--- src/rtl/ring_monitor_decoder.sv ---
// Receive-side checker/decoder for a right-rotating one-hot ring counter.
// Tracks legal rotate-right steps, locks after LOCK_CNT of them, and counts faults.
module ring_monitor_decoder #(
  parameter int unsigned N        = 4,
  parameter int unsigned LOCK_CNT = 2,
  parameter int unsigned ERR_W    = 8,
  localparam int unsigned IW      = $clog2(N)
) (
  input  logic             clk,
  input  logic             rst,
  input  logic [N-1:0]     ring_in,
  input  logic             ring_vld,
  output logic [IW-1:0]    idx,
  output logic             idx_vld,
  output logic             locked,
  output logic             lap,
  output logic             err,
  output logic [ERR_W-1:0] err_cnt
);

  typedef enum logic [1:0] {StSearch, StAcquire, StLocked} state_e;

  state_e           state_q, state_d;
  logic [N-1:0]     prev_q, prev_d;
  logic [3:0]       good_q, good_d;
  logic [IW-1:0]    idx_q, idx_d;
  logic             idx_vld_q, idx_vld_d;
  logic             lap_q, lap_d;
  logic             err_q, err_d;
  logic [ERR_W-1:0] err_cnt_q, err_cnt_d;

  logic          s_onehot;
  logic          s_legal;
  logic [IW-1:0] s_pos;

  // A power of two has no bits in common with itself minus one.
  assign s_onehot = (ring_in != '0) && ((ring_in & (ring_in - N'(1))) == '0);
  assign s_legal  = (ring_in == {prev_q[0], prev_q[N-1:1]});

  always_comb begin
    s_pos = '0;
    for (int unsigned i = 0; i < N; i++) begin
      if (ring_in[i]) s_pos = IW'(i);
    end
  end

  always_comb begin
    state_d   = state_q;
    prev_d    = prev_q;
    good_d    = good_q;
    idx_d     = idx_q;
    idx_vld_d = 1'b0;
    lap_d     = 1'b0;
    err_d     = 1'b0;
    err_cnt_d = err_cnt_q;
    if (ring_vld) begin
      unique case (state_q)
        StSearch: begin
          if (s_onehot) begin
            prev_d  = ring_in;
            good_d  = '0;
            state_d = StAcquire;
          end
        end
        StAcquire: begin
          if (s_legal) begin
            prev_d = ring_in;
            good_d = good_q + 4'd1;
            if (good_d == 4'(LOCK_CNT)) begin
              state_d = StLocked;
              idx_d   = s_pos;
            end
          end else if (s_onehot) begin
            prev_d = ring_in;
            good_d = '0;
          end else begin
            prev_d  = '0;
            good_d  = '0;
            state_d = StSearch;
          end
        end
        StLocked: begin
          if (s_legal) begin
            prev_d    = ring_in;
            idx_d     = s_pos;
            idx_vld_d = 1'b1;
            lap_d     = prev_q[0];
          end else begin
            err_d  = 1'b1;
            good_d = '0;
            if (err_cnt_q != '1) err_cnt_d = err_cnt_q + ERR_W'(1);
            if (s_onehot) begin
              prev_d  = ring_in;
              state_d = StAcquire;
            end else begin
              prev_d  = '0;
              state_d = StSearch;
            end
          end
        end
        default: begin
          prev_d  = '0;
          good_d  = '0;
          state_d = StSearch;
        end
      endcase
    end
  end

  always_ff @(posedge clk or negedge rst) begin
    if (!rst) begin
      state_q   <= StSearch;
      prev_q    <= '0;
      good_q    <= '0;
      idx_q     <= '0;
      idx_vld_q <= 1'b0;
      lap_q     <= 1'b0;
      err_q     <= 1'b0;
      err_cnt_q <= '0;
    end else begin
      state_q   <= state_d;
      prev_q    <= prev_d;
      good_q    <= good_d;
      idx_q     <= idx_d;
      idx_vld_q <= idx_vld_d;
      lap_q     <= lap_d;
      err_q     <= err_d;
      err_cnt_q <= err_cnt_d;
    end
  end

  assign idx     = idx_q;
  assign idx_vld = idx_vld_q;
  assign locked  = (state_q == StLocked);
  assign lap     = lap_q;
  assign err     = err_q;
  assign err_cnt = err_cnt_q;

endmodule

--- config.mk ---
export PLATFORM = sky130hd
export DESIGN_NAME = ring_monitor_decoder
export DESIGN_NICKNAME = d
export VERILOG_FILES = /design/src/rtl/ring_monitor_decoder.sv
export SDC_FILE = /design/constraint.sdc
export NUM_CORES = 1
export LEC_CHECK = 0
export CAP_MARGIN = 10
export CORE_UTILIZATION = 48
export CTS_CLUSTER_DIAMETER = 200
export DETAILED_ROUTE_END_ITERATION = 12
export PLACE_DENSITY = 0.84
export SYNTH_ARGS = -nofsm -noshare
export SYNTH_HDL_FRONTEND = slang
export SYNTH_SLANG_ARGS = --single-unit
export TNS_END_PERCENT = 1
--- constraint.sdc ---
create_clock -name clk -period 1.7 [get_ports clk]
set_input_delay 0.34 -clock clk [delete_from_list [all_inputs] [get_ports clk]]
set_output_delay 0.34 -clock clk [all_outputs]
set_load 0.02 [all_outputs]
# Yosys cells after proc, flatten, opt, wreduce, memory -nomap -nowiden

Cells that the tools add are included.
Widths: inputs -> output; s select.

Register bits: 23
Bits in latches: 0
Bits in writable memories: 0
Bits in read-only memories: 0
Input bits: 7
Memories: 0

Add/subtract/negate cells: 3
Multipliers: 0
Divide/modulo/power cells: 0
$lt $le $gt $ge: 0
Equality and inequality tests: 12
Shift operators: 0
Multiplexer cells: 31
Bitwise logic cells: 2
Reduce and logical (&&, ||, !) cells: 11

Operators with widths:

| kind                | count |
|---|---|
| $mux 4              | 6 |
| $mux 2              | 10 |
| $pmux 4 s3          | 1 |
| $mux 1              | 11 |
| $reduce_and 5->1    | 2 |
| $add 8x1->8 const B | 1 |
| $ne 2x2->1 const B  | 4 |
| $ne 8x8->1 const B  | 1 |
| $pmux 4 s2          | 1 |
| $ne 3x3->1 const B  | 2 |
| $pmux 2 s3          | 1 |
| $add 4x1->4 const B | 1 |
| $and 4x4->4         | 1 |
| $eq 4x2->1 const B  | 1 |
| $eq 4x4->1          | 1 |
| $logic_not 4->1     | 1 |
| $pmux 2 s2          | 1 |
| $reduce_and 4->1    | 1 |
| $reduce_bool 4->1   | 1 |
| $sub 4x1->4 const B | 1 |
| $reduce_and 3->1    | 1 |
| $eq 2x1->1 const B  | 1 |
| $eq 2x2->1 const B  | 1 |
| $logic_not 2->1     | 1 |
| other kinds (6)     | 6 |

# Logic depth before layout (Yosys ltp)

Gate-level depths: netlist of the first run.

Depth after elaboration: 7
Gate-level depth with buffers: 7
Gate-level depth less buffers: 7

# Worst setup path before layout of the first run

No wires, ideal clock.

Kind: input to register
Start: input port ring_in[1]
End: register state_q[0]
Arrival time: 1.757 ns
Data required time: 1.575 ns
Path slack: -0.182 ns
Cell stages on the path: 7
Path buffers: 2
Cell sequence: buf_6 -> xor2_2 -> nor4_4 -> buf_6 -> nand3_4 -> a211o_1 -> mux2_4

Cells in the longest elaborated chain, start to end: 7
Elaborated cells between the ends (all ways): 15
Those cells by class: 1 x add/sub; 5 x eq/ne; 4 x mux; 1 x bitwise; 4 x reduce/logical

RTL lines:

| element              | line | source |
|---|---|---|
| start, declared      | 11   | `input logic [N-1:0] ring_in,` |
| $sub 4x1->4          | 37   | `assign s_onehot = (ring_in != '0) && ((ring_in & (ring_in - N'(1))) == '0);` |
| $and 4x4->4          | 37   |  |
| $logic_not 4->1      | 37   |  |
| $logic_and 1x1->1    | 37   |  |
| $mux 1               | 92   | `if (s_onehot) begin` |
| $mux 2               | 83   | `if (s_legal) begin` |
| $pmux 2 s3           | 57   | `unique case (state_q)` |
| end signal, assigned | 112  | `state_q <= StSearch;` |
| end signal, assigned | 121  | `state_q <= state_d;` |
| end, declared        | 23   | `state_e state_q, state_d;` |

Several ways; a longest one is shown, not always the timed one. The select of a mux whose other input is x is not followed.
A chain may end at the register's enable or synchronous reset.

# Final worst setup path of the first run

Start: register prev_q[2]
End: register state_q[0]

Cells in the longest elaborated chain, start to end: 3
Elaborated cells between the ends (all ways): 7
Those cells by class: 4 x eq/ne; 2 x mux; 1 x reduce/logical

RTL lines:

| element                                                         | line | source |
|---|---|---|
| start, declared                                                 | 24   | `logic [N-1:0] prev_q, prev_d;` |
| start signal, assigned                                          | 122  | `prev_q <= prev_d;` |
| $eq 4x4->1 *                                                    | 38   | `assign s_legal = (ring_in == {prev_q[0], prev_q[N-1:1]});` |
| $ne 3x3->1 (no line) (tied with other cells)                    | --   |  |
| $reduce_and 5->1 (no line) / $pmux 2 s3 (equally long branches) | --   |  |

Every way passes the cells marked *; elsewhere a longest branch is shown, timed or not.

==> results of run 1 <==
[metal layers]
| metal | routed length (um) | track usage [%] | vias to the layer above | part of all wire, % |
|---|---|---|---|---|
| met3 | 108 | 3.55 | 5 | 3.6 |
| met4 | 40 | 8.33 | 0 | 1.3 |
| met2 | 1550 | 41.6 | 28 | 52 |
| met1 | 1300 | 25.0 | 571 | 43 |
| li1 | - | - | 548 | - |
| met5 | 0 | 0 | - | 0 |
[where the power goes]
part | internal, mW | switching (mW) | leakage, nW
combinational | 0.381 | 0.373 | 0.573
sequential | 0.634 | 0.0788 | 0.308
clock | 0.0881 | 0.170 | 0.0177
total | 1.10 | 0.622 | 0.899
[final cells by class]
type / count / area (um2) / area share, %
Clock buffer: 3 / 22.5 / 1.22
Clock inverter: 1 / 5.00 / 0.271
Inverter: 8 / 30.0 / 1.62
Multi-Input combinational cell: 88 / 757 / 41.0
Sequential cell: 23 / 576 / 31.1
Tap cell: 30 / 37.5 / 2.03
Timing Repair Buffer: 50 / 420 / 22.7
[state kept, by name, indices dropped and copies added (netlist names)]
signal	cells
err	1
state_q	2
err_cnt	8
lap	1
prev_q	4
idx_vld	1
good_q	4
idx	2
[final timing paths]
check | from | endpoint | slack (ns) | cells past startpoint
setup / recovery | prev_q[2]$_DFFE_PN0P_ | state_q[0]$_DFFE_PN0P_ | -0.18 | 6
setup reg to reg | prev_q[2]$_DFFE_PN0P_ | state_q[0]$_DFFE_PN0P_ | -0.18 | 6
max in group asynchronous | rst | err_cnt[0]$_DFFE_PN0P_ | 1.11 | 2
hold reg to reg | err_cnt[6]$_DFFE_PN0P_ | err_cnt[6]$_DFFE_PN0P_ | 0.52 | 1
min in group clk | err_cnt[6]$_DFFE_PN0P_ | err_cnt[6]$_DFFE_PN0P_ | 0.52 | 1
hold / removal | rst | idx_vld$_DFF_PN0_ | 0.36 | 2
[cell usage in the layout, fill, tap and decap left out, types with 2 or more instances in the layout]
| cell type | count |
|---|---|
| o31ai_1 | 2 |
| mux2i_1 | 2 |
| inv_1 | 8 |
| a22o_1 | 5 |
| nor3_1 | 3 |
| nor4_2 | 2 |
| clkdlybuf4s50_1 | 10 |
| a211o_1 | 2 |
| dfrtp_1 | 23 |
| o21ai_0 | 3 |
| nand2_1 | 5 |
| clkbuf_4 | 3 |
| nor2b_1 | 2 |
| a21oi_1 | 3 |
| dlygate4sd2_1 | 9 |
| xor2_1 | 3 |
| and3_1 | 2 |
| buf_6 | 2 |
| xor2_2 | 4 |
| a22o_2 | 2 |
| nor2_1 | 7 |
| nand4_1 | 5 |
| nand3b_1 | 2 |
| xnor2_1 | 5 |
| ha_1 | 7 |
| buf_4 | 27 |
[critical path, delay by kind of cell (launching register included)]
family | cells | cell delay [ns]
xor+xnor | 1 | 0.17
buf+inv | 1 | 0.17
simple gates | 2 | 0.41
compound gates | 1 | 0.30
mux | 1 | 0.30
flops | 1 | 0.44
[through the flow]
step / setup WS (ns) / cell area [um2]
CTS: -0.165 / 1840
global placement: -0.585 / 1760
finish: -0.178 / 1850
detailed placement: -0.669 / 1760
floorplan: -0.182 / 1360
global route: -0.238 / 1850
[what timing repair did]
action | CTS | global route
gates cloned | 1 | 0
endpoints found under the setup margin | 25 | 23
setup buffers | 1 | 0
gates resized for setup | 21 | 1
hold buffers | 0 | 0
pin swaps | 10 | 2
[cells in the mapped netlist, drive strengths merged (3+ instances only)]
library cell  count  area share [%]
a21oi             4             1.5
a22o              7             4.7
and3              3             1.5
buf               5             3.0
dfrtp            23              42
ha                7             6.5
inv               8             2.2
nand2             5             1.4
nand4             5             2.3
nor2              7             1.9
nor3              4             1.8
nor4              3             3.0
o21ai             4             1.5
xnor2             5             3.2
xor2              7             5.1
[kinds of logic after synthesis]
logic type,after synthesis,synth area share (%)
and+or+nand+nor,38,18.8
AOI/OAI and AO/OA,26,14.4
DFF,23,42.4
buffers and inverters,14,5.44
xor gates and xnor gates,12,8.30
adders and majority gates,8,7.20
muxes,4,3.41
==> results_dict.tcl, run 1 <==
set metrics [dict create \
    outcome "finished, violations left" \
    violations "negative setup slack" \
    grt_usage_pct 22.3 \
    finalHoldWorstSlack_ns 0.356 \
    synth_area_per_cell_um2 10.9 \
    worstHoldPathType "in2async" \
    slowest_stage "dfrtp_1" \
    root_buffer "clkbuf_4" \
    path_cells "xor2_2, nor4_4, buf_6, nand3_4, a211o_1, mux2_4" \
    synth_edf_count 0 \
    drc 0 \
    worstSetupPathType "reg2reg" \
    fillCellCount 189 \
    setup_slack_ns -0.178 \
    vias 1152 \
    drive_gt1_share_pct 32.4 \
    p_total_mw 1.73 \
    gp_congestion 0.773 \
    routed_wl_um 3000 \
    critPathRequiredTime_ns 1.92 \
    drt_first_iter_violations 16 \
    clk_pin_slew_ns 0.13 \
    cts_sinks 23 \
    final_core_util_pct 72.0 \
    dp_cells 197 \
    synth_top_flop_cell "dfrtp_1" \
    arrival_ns 2.10 \
    fin_nets 188 \
    insertion_delay_ns 0.31 \
    hold_violations 0 \
    max_slew_margin_pct 80.8 \
    cts_buffers 3 \
    tightest_slew_ns 0.288 \
    postSynthCellCount 125 \
    die_y_um 55.2 \
    coreArea_um2 2570 \
    syn2layout_area_growth_pct 36.3 \
    cts_tree "done" \
    slowest_delay_ns 0.44 \
    tns_ns -0.841 \
    viasPerCell 5.67 \
    cts_buffer_depth 2 \
    start_util_pct 52.8 \
    maxCapViolCount 0 \
    cellLeakagePower_nw 0.899 \
    postRouteAntennaNets 0 \
    synth_nets 139 \
    ir_drop_mv 1.01 \
    synth_cell_types 45 \
    syn_area_um2 1360 \
    grt_pass1_wl_um 4650 \
    grt_setup_unrepaired "true" \
    start_kind "flop" \
    portBuffers 20 \
    antenna_cells 0 \
    io_pins 21 \
    min_period_ns 1.88 \
    crit_path_end_kind "flop" \
    finalSetupViolCount 15 \
    avgRoutedWirePerCell_um 14.8 \
    final_cell_count_no_fill 203 \
    first_pass_iters 4 \
    power_density_nw_per_um2 934 \
    yosys_warnings 0 \
    skew_ns 0.00568 \
    antenna_found_initial 0 \
    ys_seq_area_share_pct 42.4 \
    grt_pass1_vias 1064 \
    grt_max_degree 24 \
    fmax_ghz 0.533 \
    finalCritPeriodShare_pct 110 \
    h-tree-depth 1 \
    num_rows 18 \
    maxSlewViolCount 0 \
    synth_seq_cells 23 \
    die_area_um2 3040 \
    overflow 0 \
    worstPathMaxFanout 5 \
    async_flop_share_pct 100 \
    die_width_um 55.2 \
    place.detailed.hpwl_um 2270 \
]
(Power assumes the default switching activity.)
==> inputs of run 2 (changes only) <==
- CAP_MARGIN: 10 -> 30
==> results of run 2 <==
Same layout as run 1: the final DEF is identical, and so are final timing and power.
==> inputs of run 3 (changes only) <==
- ABC_AREA: not set -> 1
- CORE_UTILIZATION: 48 -> 49
- PLACE_DENSITY: 0.84 -> 0.85
- REMOVE_ABC_BUFFERS: not set -> 1
- SKIP_LAST_GASP: not set -> 1
==> results_dict.tcl, run 3 <==
set metrics [dict create \
    drt_first_iter_violations 118 \
    overflow 0 \
    portBuffers 20 \
    critPathTopFamily "buffers and inverters" \
    largest_reg_flops 8 \
    viasPerCell 5.00 \
    final_common_cell "nand2_1" \
    p_sw_mw 0.857 \
    async_flop_share_pct 100 \
    worstHoldPathType "in2async" \
    cts_sinks 23 \
    h-tree-depth 1 \
    insertion_delay_ns 0.31 \
    synth_edf_count 0 \
    synth_cell_types 19 \
    syn_area_um2 1500 \
    die_width_um 57.4 \
    grt_max_degree 24 \
    finalCritPeriodShare_pct 104 \
    hold_violations 0 \
    worstSetupPathType "reg2out" \
    start_kind "flop" \
    antenna_found_initial 0 \
    drc 1 \
    ys_seq_area_share_pct 38.3 \
    postRouteAntennaNets 0 \
    arrival_ns 1.43 \
    clk_pin_slew_ns 0.12 \
    mostFrequentLayoutCells "69 x nand2_1, 23 x dfrtp_1, 20 x inv_1" \
    yosys_warnings 0 \
    maxCapViolCount 0 \
    internal_power_mw 1.18 \
    start_util_pct 53.1 \
    worstPathMaxFanout 5 \
    ir_drop_mv 0.993 \
    synth_top_flop_cell "dfrtp_1" \
    outcome "finished, violations left" \
    cellLeakagePower_nw 0.995 \
    antenna_cells 0 \
    cts_buffers 3 \
    netlist.top_cell.by_area "dfrtp_1" \
    tightest_slew_ns 0.300 \
    crit_buf_inv 1 \
    grt_usage_pct 20.9 \
    grt_pass1_wl_um 5270 \
    place.detailed.hpwl_um 2350 \
    cts_buffer_depth 2 \
    first_pass_iters 8 \
    power_density_nw_per_um2 1080 \
    skew_ns 0.00388 \
    coreArea_um2 2830 \
    yosysMostFrequentCell "nand2_1" \
    postCtsSetupBuffers 0 \
    min_period_ns 1.77 \
    cts_tree "done" \
    violations "design-rule violations, negative setup slack" \
    p_comb_share_pct 48.5 \
    sw_frac_of_total_pct 42.1 \
    die_area_um2 3290 \
    synth_area_leaders "dfrtp_1 38%, nand2_1 17%, ha_1 5.8%, inv_1 5.0%, nand3_1 4.7%" \
    clkPwrFrac_pct 12.6 \
    fmax_ghz 0.566 \
    max_slew_margin_pct 80.0 \
    drive_gt1_share_pct 20.6 \
    vias 1346 \
    num_rows 19 \
    finalSetupViolCount 7 \
    synth_area_per_cell_um2 7.62 \
    postSynthCellCount 197 \
    die_y_um 57.4 \
    routed_wl_um 3020 \
    io_pins 21 \
    slowest_delay_ns 0.64 \
    m1WireLength_um 1390 \
    crit_path_end_kind "primary output" \
    critPathRequiredTime_ns 1.36 \
    seqPwrFrac_pct 39.0 \
    path_cells "clkdlybuf4s50_1" \
    grt_pass1_vias 1228 \
    met2_length_um 1480 \
    root_buffer "clkbuf_4" \
    setup_slack_ns -0.0656 \
    synth_seq_cells 23 \
    slowest_stage "clkdlybuf4s50_1" \
    maxSlewViolCount 0 \
    gp_congestion 0.895 \
    synth_top_area_share_pct 38.3 \
    maxUsedRoutingLayer "met4" \
    p_total_mw 2.03 \
    ys_top_cells_by_count "69 x nand2_1, 23 x dfrtp_1, 20 x inv_1" \
    place_area_um2 1860 \
    final_core_util_pct 66.7 \
    avgRoutedWirePerCell_um 11.2 \
    syn2layout_area_growth_pct 25.7 \
    grt_setup_unrepaired "true" \
    fin_nets 253 \
    wl_met3_um 97 \
    final_cell_area_um2 1890 \
]
==> run 3: metal layers <==
layer / up-vias / global-route usage [%]
li1: 699 / -
met3: 5 / 2.04
met4: 0 / 8.36
met1: 618 / 27.1
met5: - / 0
met2: 24 / 35.9
==> run 3: timing repair <==
action,4_1_cts,5_1_grt
hold buffers,0,0
setup endpoints to repair,9,16
resized for setup,1,1
==> run 3: through the flow <==
stage / worst slack, ns / hold WS [ns] / TNS [ns] / cells
after floorplan: 0.109 / 0.0444 / 0 / 196
after global placement: -0.201 / 0.476 / -3.16 / 265
after detailed placement: -0.231 / 0.481 / -3.87 / 265
after CTS: -0.0741 / 0.376 / -0.386 / 269
after global routing: -0.132 / 0.365 / -1.06 / 269
final: -0.0656 / 0.366 / -0.262 / 269
==> run 3: worst paths after layout <==
check,startpoint,to,slack (ns),cells past startpoint
max,err_cnt[4]$_DFFE_PN0P_,err_cnt[4],-0.07,1
min,rst,prev_q[2]$_DFFE_PN0P_,0.37,2
max reg2reg,good_q[0]$_DFFE_PN0P_,idx[1]$_DFFE_PN0P_,0.15,9
min reg2reg,idx[1]$_DFFE_PN0P_,idx[1]$_DFFE_PN0P_,0.51,2
max in group asynchronous,rst,err_cnt[7]$_DFFE_PN0P_,1.10,2
min in group clk,idx[1]$_DFFE_PN0P_,idx[1]$_DFFE_PN0P_,0.51,2
==> run 3: power groups by stage <==
stage	combinational [mW]	clock [mW]	sequential, mW
floorplan	0.603	0	0.852
global placement	0.966	0	0.800
detailed placement	0.984	0	0.807
CTS	0.990	0.260	0.795
global route	1.11	0.293	0.817
finish	0.986	0.255	0.793
==> run 3: area by class of cell <==
type	instances	area, um2
fillers	239	941
multi-input cells	149	821
flip-flops and latches	23	576
repair buffers	38	337
inverters	24	90.1
well taps	31	38.8
clock buffers	4	26.3
==> run 3: cells by family after synthesis <==
kind of cell	count (synthesis)	share of synthesized area, %
buffers and inverters	25	7.00
DFF	23	38.3
xor gates and xnor gates	8	4.67
AOI/OAI and AO/OA	15	6.83
and+or+nand+nor	119	37.3
adders and majority gates	7	5.83
==> RTL edit (flow settings as in run 1) <==
The output `idx_vld` loses its register stage (`idx_vld_q` becomes a continuous assignment).
--- a/src/rtl/ring_monitor_decoder.sv
+++ b/src/rtl/ring_monitor_decoder.sv
@@ -115,3 +115,2 @@
       idx_q     <= '0;
-      idx_vld_q <= 1'b0;
       lap_q     <= 1'b0;
@@ -124,3 +123,2 @@
       idx_q     <= idx_d;
-      idx_vld_q <= idx_vld_d;
       lap_q     <= lap_d;
@@ -130,2 +128,4 @@
   end
+
+  assign idx_vld_q = idx_vld_d;
 
Behaviour: not the same (Yosys sat finds a counterexample within 4 cycles, from zero or initial values and one cycle with rst low).
==> RTL edit against run 1 <==
  * The run still ends with setup timing left
  * Sequential power fell by 3.2%
  * Synthesized cell count did not move
  * Global-route usage rose by 4.0 points
  * Area after synthesis fell by 1.5%
  * Total power rose by 12%
  * Cell area rose by 5.3%
  * Clock power rose by 20%
  * Worst setup slack got worse by 0.066 ns
  * Wire length rose by 33%
  * Sequential cell count fell by 1
  * Critical path type is now flip-flop to output pin
  * Largest power group unchanged
==> RTL edit: results (changes against run 1) <==
sequential cell area fraction in the yosys report 0.412 (-0.0124); met3 track utilization from global routing 0.0333 (-0.00219); Arrival @ worst endpoint 1.60 ns (-0.50 ns); synth cell count leaders dfrtp_1 (22), inv_1 (8), nor2_1 (8), ha_1 (7), xor2_1 (6); net switching component of the power 0.745 mW (+20%); minimum setup slack in the final design -0.244 ns (-0.0664 ns); DRT iter0 DRCs 44 (+28); violations in the final reports setup timing; setup violation total in the final timing report 16 (+1); proportion of power drawn by combinational gates 0.483 (+0.046); Relative slew margins 0.770 (-0.0382); cell type group with the largest total delay on the critical path simple AND/OR/NAND/NOR gates; first-pass iteration count of the detailed router 6 (+2); Routed WL per cell 19.6 um (+33%); Power Dens Cells 992 nW/um^2 (+6.3%); worst reg2reg setup slack -0.20 ns (-0.02 ns); M1 GR Usage 0.302 (+0.0518); last weighted congestion value of the routability-driven placer 0.879 (+14%); routed length on met2 2.07 mm (+33%); met2 track demand over resource 0.476 (+0.0602); xor and xnor area share after synthesis 0.0843 (+0.00124); met3 routed WL 205 um (+90%); outcome complete, but fails checks; largest cells by area after synthesis dfrtp_1 (41%), ha_1 (6.6%), xor2_1 (3.9%), a22o_1 (3.3%), xnor2_1 (3.3%); share of layout cells above drive strength 1 0.376 (+0.0520); global-route wire length before repair 5.41 mm (+16%); leakage power figure 0.950 nW (+5.7%); portion of netlist area occupied by mux cells 0.0346 (+0.000511); Layout fillers 151 (-20%); global-route usage over all layers 0.262 (+0.0398)
[RTL edit: final cells by class]
| type | instances | area (um^2) | share of cell area |
|---|---|---|---|
| Multi-Input combinational cell | 89 | 842 | 0.433 |
| Sequential cell | 22 | 551 | 0.283 |
| Timing Repair Buffer | 50 | 450 | 0.231 |
| Tap cell | 30 | 37.5 | 0.0193 |
| Clock buffer | 4 | 36.3 | 0.0186 |
| Inverter | 8 | 30.0 | 0.0154 |
[RTL edit: through the flow]
step / setup slack [ns] / instance area [um^2] / setup TNS, ns / hold slack (ns)
CTS: -0.232 / 1850 / -1.79 / 0.357
detailed placement: -0.764 / 1740 / -12.04 / 0.499
global route: -0.289 / 1950 / -2.55 / 0.376
finish: -0.244 / 1950 / -1.72 / 0.338
floorplan: -0.190 / 1340 / -0.566 / 0.0444
global placement: -0.737 / 1740 / -10.62 / 0.484
[RTL edit: repair_timing]
action                                  4_1_cts  5_1_grt
pin swaps                                     5       13
endpoints found under the setup margin       25       25
buffers inserted                              3        0
resized for setup                            34       21
